`config.mk`:
```
export PLATFORM = sky130hd
export DESIGN_NAME = h14tx_pattern_gen
export DESIGN_NICKNAME = d
export VERILOG_FILES = /design/src/rtl/h14tx_pattern_gen.sv
export SDC_FILE = /design/constraint.sdc
export NUM_CORES = 1
export LEC_CHECK = 0
export CAP_MARGIN = 20
export CORE_MARGIN = 1
export CORE_UTILIZATION = 48
export DETAILED_ROUTE_END_ITERATION = 10
export GPL_ROUTABILITY_DRIVEN = 0
export PLACE_DENSITY = 0.79
export SYNTH_ARGS = -nofsm -noshare
export SYNTH_HDL_FRONTEND = slang
export SYNTH_SLANG_ARGS = --single-unit
```
`constraint.sdc`:
```
create_clock -name pixel_clk -period 2.2 [get_ports pixel_clk]
set_input_delay 0.44 -clock pixel_clk [delete_from_list [all_inputs] [get_ports pixel_clk]]
set_output_delay 0.44 -clock pixel_clk [all_outputs]
set_load 0.1 [all_outputs]
```
`src/rtl/h14tx_pattern_gen.sv`:
```
// rtl/h14tx_pattern_gen.sv - video test pattern generator, fixed 2-cycle latency.
// Define H14TX_PATTERN_ANIM_EN to build the frame counter and moving-bar pattern.
module h14tx_pattern_gen #(
  parameter int BitWidth    = 11,
  parameter int BitHeight   = 10,
  parameter int Width       = 1280,
  parameter int Height      = 720,
  parameter int Depth       = 8,
  parameter int CheckerLog2 = 5
) (
  input  logic                      pixel_clk,
  input  logic                      rst,
  input  logic                      de,
  input  logic [BitWidth-1:0]       x,
  input  logic [BitHeight-1:0]      y,
  input  logic [2:0]                mode,
  input  logic [3*Depth-1:0]        solid,
  output logic [2:0][Depth-1:0]     rgb,
  output logic                      rgb_de,
  output logic [7:0]                frame_cnt
);

  localparam int BarW = (Width / 8 > 0) ? Width / 8 : 1;

  typedef enum logic [2:0] {
    MODE_SOLID = 3'd0,
    MODE_GRAD  = 3'd1,
    MODE_BARS  = 3'd2,
    MODE_CHECK = 3'd3,
    MODE_MOVE  = 3'd4
  } mode_e;

  mode_e active_mode, req_mode, eff_mode, s1_mode;

  logic frame_start, frame_end;
  logic [3:0] bar_idx, bar_idx_n;
  logic [BitWidth-1:0] bar_pos, bar_pos_n;
  logic [Depth-1:0] grad_r, grad_g;
  logic in_bar;

  logic                 s1_de;
  logic [3*Depth-1:0]   s1_solid;
  logic [Depth-1:0]     s1_grad_r, s1_grad_g;
  logic [3:0]           s1_bar;
  logic                 s1_chk;
  logic                 s1_in_bar;
  logic [2:0][Depth-1:0] pix;

  assign frame_start = de && (x == '0) && (y == '0);
  assign frame_end   = de && (x == BitWidth'(Width - 1)) && (y == BitHeight'(Height - 1));

  // Unsupported codes collapse to solid before latching, so later stages see only valid modes.
  always_comb begin
    req_mode = MODE_SOLID;
    case (mode)
      3'd1: req_mode = MODE_GRAD;
      3'd2: req_mode = MODE_BARS;
      3'd3: req_mode = MODE_CHECK;
`ifdef H14TX_PATTERN_ANIM_EN
      3'd4: req_mode = MODE_MOVE;
`endif
      default: req_mode = MODE_SOLID;
    endcase
  end

  // The frame-start pixel itself already renders with the newly requested mode.
  assign eff_mode = frame_start ? req_mode : active_mode;

  generate
    if (Depth <= BitWidth) begin : g_gx
      assign grad_r = x[BitWidth-1 -: Depth];
    end else begin : g_gx_pad
      assign grad_r = {x, {(Depth - BitWidth){1'b0}}};
    end
    if (Depth <= BitHeight) begin : g_gy
      assign grad_g = y[BitHeight-1 -: Depth];
    end else begin : g_gy_pad
      assign grad_g = {y, {(Depth - BitHeight){1'b0}}};
    end
  endgenerate

  // Bar index tracks the scan position by counting pixels; index 8 means past the last bar.
  always_comb begin
    bar_idx_n = bar_idx;
    bar_pos_n = bar_pos;
    if (x == '0) begin
      bar_idx_n = 4'd0;
      bar_pos_n = '0;
    end else if (bar_pos == BitWidth'(BarW - 1)) begin
      bar_pos_n = '0;
      if (bar_idx != 4'd8) bar_idx_n = bar_idx + 4'd1;
    end else begin
      bar_pos_n = bar_pos + 1'b1;
    end
  end

  always_ff @(posedge pixel_clk) begin
    if (rst) begin
      bar_idx <= 4'd0;
      bar_pos <= '0;
    end else if (de) begin
      bar_idx <= bar_idx_n;
      bar_pos <= bar_pos_n;
    end
  end

`ifdef H14TX_PATTERN_ANIM_EN
  logic [7:0]            fc;
  logic [BitWidth:0]     bar_start, start_sum, start_next;
  logic [BitWidth+1:0]   xe, se, dist;

  // Bar origin follows 4*frame_cnt modulo Width incrementally, avoiding a divider.
  assign start_sum  = bar_start + (BitWidth+1)'(4);
  assign start_next = (start_sum >= (BitWidth+1)'(Width)) ?
                      start_sum - (BitWidth+1)'(Width) : start_sum;

  always_ff @(posedge pixel_clk) begin
    if (rst) begin
      fc        <= 8'd0;
      bar_start <= '0;
    end else if (frame_end) begin
      fc        <= fc + 8'd1;
      bar_start <= (fc == 8'hFF) ? '0 : start_next;
    end
  end

  assign xe     = {2'b00, x};
  assign se     = {1'b0, bar_start};
  assign dist   = (xe >= se) ? xe - se : xe + (BitWidth+2)'(Width) - se;
  assign in_bar = (dist < (BitWidth+2)'(16));
  assign frame_cnt = fc;
`else
  assign in_bar    = 1'b0;
  assign frame_cnt = 8'd0;
`endif

  always_ff @(posedge pixel_clk) begin
    if (rst) begin
      active_mode <= MODE_SOLID;
      s1_de       <= 1'b0;
      s1_mode     <= MODE_SOLID;
      s1_solid    <= '0;
      s1_grad_r   <= '0;
      s1_grad_g   <= '0;
      s1_bar      <= 4'd0;
      s1_chk      <= 1'b0;
      s1_in_bar   <= 1'b0;
    end else begin
      if (frame_start) active_mode <= req_mode;
      s1_de     <= de;
      s1_mode   <= eff_mode;
      s1_solid  <= solid;
      s1_grad_r <= grad_r;
      s1_grad_g <= grad_g;
      s1_bar    <= bar_idx_n;
      s1_chk    <= x[CheckerLog2] ^ y[CheckerLog2];
      s1_in_bar <= in_bar;
    end
  end

  always_comb begin
    pix = '0;
    case (s1_mode)
      MODE_GRAD: begin
        pix[2] = s1_grad_r;
        pix[1] = s1_grad_g;
      end
      MODE_BARS: begin
        if (!s1_bar[3]) begin
          pix[2] = {Depth{~s1_bar[1]}};
          pix[1] = {Depth{~s1_bar[2]}};
          pix[0] = {Depth{~s1_bar[0]}};
        end
      end
      MODE_CHECK: begin
        pix = {3{{Depth{~s1_chk}}}};
      end
      MODE_MOVE: begin
        pix = {3{{Depth{s1_in_bar}}}};
      end
      default: begin
        pix = s1_solid;
      end
    endcase
    if (!s1_de) pix = '0;
  end

  always_ff @(posedge pixel_clk) begin
    if (rst) begin
      rgb    <= '0;
      rgb_de <= 1'b0;
    end else begin
      rgb    <= pix;
      rgb_de <= s1_de;
    end
  end

endmodule

```
==> impl_metrics.ini, run 1 <==
[timing]
hold_viol_final = 0
worstMarginPinSlew_ns = 0.596
fin_setup_tns_ns = 0
whs_ns = 0.438
fin_ws_ns = 0.361
max_freq_mhz = 544
rsz0062_at_grt = false
min_period_over_period_pct = 83.6
finClkSkew_ns = 0.00875
finalMaxSlewViolations = 0
slew_headroom_pct = 60.0
finalSetupViolCount = 0
fin_crit_ns = 1.84

[die]
die_height_um = 84.1
die_w_um = 84.1
num_rows = 29
ios = 84
start_util_pct = 50.3
dieArea_um2 = 7070
coreArea_um2 = 6420

[drt]
drc = 12
drt_iter0_drc = 81
ant_nets = 0
postRouteWirelength_um = 6470
vias = 2431
via_per_inst = 5.14
detail_route.first_pass.iterations = 7
avgRoutedWirePerCell_um = 13.7

[cells_and_area]
fin_util_pct = 64.8
syn2layout_area_growth_pct = 28.7
fin_nets = 446
layoutNonFillerInstCount = 473
diodes = 0
drive_above_1_share_pct = 17.7

[clocking]
cts_tree = done
post-cts-setup-buffers = 0
clock-sinks = 88
clk_latency_ns = 0.35
hold_buffers = 0
path_clk_slew_ns = 0.08
cts_root_buf = clkbuf_8
cts_resized = 0
cts_buffer_depth = 2
cts_max_level = 3
numCtsBuffers = 9

[critical_path]
crit_arrival_ns = 2.07
end_kind = flip-flop
path_class = flip-flop to flip-flop
cp.required_ns = 2.43
cp_max_fo = 7
start_kind = flip-flop

[logic_synthesis]
synth_edf_count = 0
syn_avg_cell_area_um2 = 10.2
synth.distinct_cells = 41
yosysSeqAreaShare_pct = 54.5
yosys_warnings = 0
synthesis.area_um2 = 3230
yosys.area.top_type = dfxtp_1
ys_seq_elements = 88
yosys-top-cells-area = dfxtp_1 (55%), nor2b_1 (11%), o221a_2 (5.6%), a21oi_1 (2.8%), xnor2_1 (2.2%)
synthFlopType = dfxtp_1
synth_cells = 317
async_flop_share_pct = 0
synth_top_area_share_pct = 54.5

[status]
violations = DRC
status = finished, violations left

[global_route]
grt_usage_pct = 19.2
grt.overflow.total = 0
grt_max_degree = 65
grt_pass1_wl_um = 10600
first_global_vias = 2305
grt_antenna_before_repair = 0

[placement]
io_buffers = 75
dp_cells = 458
dpl_worst_slack_ns = 0.0526
dp_hpwl_um = 4560

[worst_hold_path]
worstHoldPathType = flip-flop to flip-flop

[pwr]
irDropWorstVdd_v = 0.000449
p_leak_uw = 0.00159
power_density_nw_per_um2 = 736

[flow_run]
cap_violations = 0
metrics by stage:
stage,cell area (um2),power (uW)
2_1_floorplan,3260,1900
3_3_place_gp,3970,2020
4_1_cts,4160,3080
5_1_grt,4160,3180
3_5_place_dp,3970,2020
6_report,4160,3060
placed cells by master (no fill, tap or decap), types with 2 or more instances in the layout:
| cell | n |
|---|---|
| inv_6 | 2 |
| or3_1 | 2 |
| dfxtp_1 | 88 |
| nor4_1 | 3 |
| buf_4 | 29 |
| nor2b_1 | 57 |
| o21a_1 | 2 |
| conb_1 | 8 |
| clkinvlp_4 | 2 |
| nor3_1 | 12 |
| clkbuf_8 | 9 |
| nand2b_1 | 4 |
| nor2_1 | 8 |
| nor4_2 | 2 |
| a21oi_1 | 18 |
| clkdlybuf4s50_1 | 49 |
| nand2_1 | 18 |
| o21ai_1 | 3 |
| inv_1 | 7 |
| ha_1 | 3 |
| nand3b_1 | 2 |
| xnor2_1 | 8 |
| or2_2 | 2 |
| o21ai_0 | 2 |
| o32ai_1 | 5 |
| o221a_2 | 16 |
| clkinv_1 | 2 |
| nand4_1 | 9 |
| nand3_1 | 6 |
sequential cells by signal, summed over array words and instances (netlist names):
signal     count
s1_bar         4
bar_idx        4
s1_chk         1
s1_solid      24
s1_de          1
rgb_de         1
s1_mode        2
s1_grad_r      8
s1_grad_g      8
rgb           24
bar_pos       11
worst max-delay path, stage by stage, from the launching register on:
cell and delay (ns):
dfxtp_1 0.40, ha_1 0.26, and4bb_2 0.31, nand3_1 0.28, a21oi_4 0.33, o32ai_1 0.13
cells in the mapped netlist (3+ instances only):
master	instances
o32ai_1	5
o221a_2	16
inv_1	7
dfxtp_1	88
clkbuf_1	13
a21oi_1	18
ha_1	3
nand3_1	6
nand2b_1	4
nor4_1	3
nor3_1	12
buf_4	8
o21ai_1	3
nand2_1	18
nand4_1	9
nor2b_1	57
nor2_1	8
xnor2_1	8
final timing paths:
path | startpoint | to | slack [ns] | depth (start not counted)
worst max-delay path | bar_pos[0] | bar_idx[1] | 0.36 | 5
worst min-delay path | s1_solid[6] | rgb[6] | 0.44 | 2
worst min register to register | s1_solid[6] | rgb[6] | 0.44 | 2
worst max register to register | bar_pos[0] | bar_idx[1] | 0.36 | 5
metal layers:
layer	part of all wire (%)	vias up	GRT usage [%]
met5	0	-	0
met4	1.2	0	5.96
met3	5.2	13	6.33
li1	-	1237	-
met2	51	59	32.6
met1	43	1122	22.9
cells by family after synthesis:
family / count (synthesis) / synth area share, %
flops: 88 / 54.5
simple gates: 134 / 24.9
other cells: 1 / 0.116
fa+ha+maj: 3 / 1.16
compound gates: 50 / 12.2
xor+xnor: 9 / 2.44
buf+inv: 32 / 4.72
area by class of cell:
| cell class | instances | area, um2 |
|---|---|---|
| well taps | 77 | 96.3 |
| fillers | 527 | 2260 |
| flip-flops and latches | 88 | 1760 |
| inverters | 9 | 33.8 |
| multi-input cells | 204 | 1340 |
| repair buffers | 80 | 733 |
| clock buffers | 9 | 124 |
| clock inverters | 6 | 67.6 |
power breakdown:
| group | leakage, uW | internal (uW) | switching (uW) |
|---|---|---|---|
| combinational | 0.000780 | 135 | 192 |
| clock | 0.0000921 | 524 | 555 |
| sequential | 0.000722 | 1640 | 14.7 |
| total | 0.00159 | 2300 | 761 |
Note: power is estimated with default switching activity, not from simulation.
==> inputs of run 2 (changes only) <==
==> constraint.sdc (replaced) <==
create_clock -name pixel_clk -period 1.8 [get_ports pixel_clk]
set_input_delay 0.36 -clock pixel_clk [delete_from_list [all_inputs] [get_ports pixel_clk]]
set_output_delay 0.36 -clock pixel_clk [all_outputs]
set_load 0.1 [all_outputs]
==> run 2 against run 1 <==
The run still ends with DRC left. Clock power increased by 5%. First-iteration DRC count grew 22%. Hold slack lost 0.068 ns. Worst setup slack got worse by 0.30 ns. Sequential power is 22% higher. Combinational power rose by 35%. Wire length rose by 12%. Via count increased by 4.7%. Critical path depth unchanged. Die area stayed put. Cell count grew 2.7%.
==> impl_metrics.ini, run 2 (synthesis gave the netlist of run 1 again) <==
[timing]
fin_ws_ns = 0.0569
slew_headroom_pct = 57.0
max_freq_mhz = 574
fin_crit_ns = 1.74
min_period_over_period_pct = 96.8
rsz0062_at_grt = false
fin_setup_tns_ns = 0
finalMaxSlewViolations = 0
hold_viol_final = 0
finClkSkew_ns = 0.0136
finalSetupViolCount = 0
worstMarginPinSlew_ns = 0.641

[clocking]
cts_buffer_depth = 2
hold_buffers = 0
cts_root_buf = clkbuf_8
cts_resized = 0
clock-sinks = 88
path_clk_slew_ns = 0.08
cts_max_level = 3
post-cts-setup-buffers = 0
numCtsBuffers = 9
cts_tree = done
clk_latency_ns = 0.36

[critical_path]
cp.required_ns = 2.08
ff2ff_path_depth = 5
r2r-start = bar_pos[6]
worstPathCellList = clkdlybuf4s50_1, nor4b_1, nand3_1, or4b_1, a21oi_1
cp_slowest_cell = or4b_1
r2r-end = bar_idx[0]
end_kind = flip-flop
ff2ff_setup_slack_ns = 0.14
path_class = input pin to flip-flop
crit_arrival_ns = 2.03
start_kind = input pin
cp_max_fo = 4
worstPathBufferInverterCount = 1
cpPeakStageDelay_ns = 0.49
critPathTopFamily = simple AND/OR/NAND/NOR gates

[pwr]
power_density_nw_per_um2 = 796
irDropWorstVdd_v = 0.000707
p_leak_uw = 0.00172
p_total_uw = 3600

[cells_and_area]
largestRegisters = rgb x24, s1_solid x24, bar_pos x11
diodes = 0
syn2layout_area_growth_pct = 40.0
mostFrequentLayoutCells = dfxtp_1 (88), nor2b_1 (57), clkdlybuf4s50_1 (49), buf_12 (25), buf_4 (19)
drive_above_1_share_pct = 20.0
fin_util_pct = 70.5
layout_commonest_cell = dfxtp_1
fin_nets = 460

[global_route]
first_global_vias = 2527
grt_antenna_before_repair = 0
use_met3_pct = 6.73
grt.overflow.total = 0
grt_usage_pct = 22.1
grt_max_degree = 39
grt_use_met1_pct = 26.0
grt_pass1_wl_um = 12000
busiest_layer = met2
met2_usage_pct = 38.3

[drt]
drt_iter0_drc = 99
ant_nets = 0
postRouteWirelength_um = 7250
vias = 2545
drc = 12
avgRoutedWirePerCell_um = 14.9
detail_route.first_pass.iterations = 7
via_per_inst = 5.24

[worst_hold_path]
whs_endpoint = bar_pos[8]
worstHoldPathType = input pin to flip-flop
hold_path.startpoint = rst
whs_path_depth = 2

[die]
start_util_pct = 50.3
die_height_um = 84.1
ios = 84
coreArea_um2 = 6420
die_w_um = 84.1
dieArea_um2 = 7070
num_rows = 29

[placement]
io_buffers = 75
dp_hpwl_um = 5320
dpl_worst_slack_ns = -0.303

[status]
status = finished, violations left
violations = DRC

[flow_run]
cap_violations = 0
-- run 2: how the worst max path moves through the flow --
stage	from	endpoint	slack (ns)	cells after the start
3_5_place_dp	de	s1_mode[1]	-0.30	5
4_1_cts	de	s1_mode[1]	0.05	5
5_1_grt	y[5]	s1_mode[1]	0.03	5
6_report	de	s1_mode[1]	0.06	5
3_3_place_gp	y[3]	s1_mode[1]	-0.25	5
2_1_floorplan	bar_pos[0]	bar_idx[1]	0.25	5
-- run 2: final cells by class --
type                            count  area (um2)
Fill cell                         465        1900
Sequential cell                    88        1760
Multi-Input combinational cell    204        1340
Timing Repair Buffer               94        1140
Clock buffer                       10         128
Tap cell                           77        96.3
Inverter                            9        33.8
Clock inverter                      4        23.8
-- run 2: metrics by stage --
stage | hold slack [ns] | std cells | instance area, um2
floorplan | 0.422 | 324 | 3260
global placement | 0.425 | 472 | 4370
detailed placement | 0.430 | 472 | 4370
CTS | 0.359 | 486 | 4530
global route | 0.372 | 486 | 4530
finish | 0.370 | 486 | 4530
-- run 2: per-layer routing --
metal | part of all wire, % | routed length, um | vias to the layer above
met1 | 42 | 3070 | 1206
li1 | - | - | 1259
met2 | 51 | 3700 | 69
met3 | 5.1 | 367 | 11
met5 | 0 | 0 | -
met4 | 1.6 | 117 | 0
-- run 2: where the power goes --
part / leakage [uW] / internal [uW] / switching (uW)
Combinational: 0.000915 / 197 / 243
Clock: 0.0000817 / 482 / 650
Sequential: 0.000722 / 2010 / 22.7
Total: 0.00172 / 2690 / 915
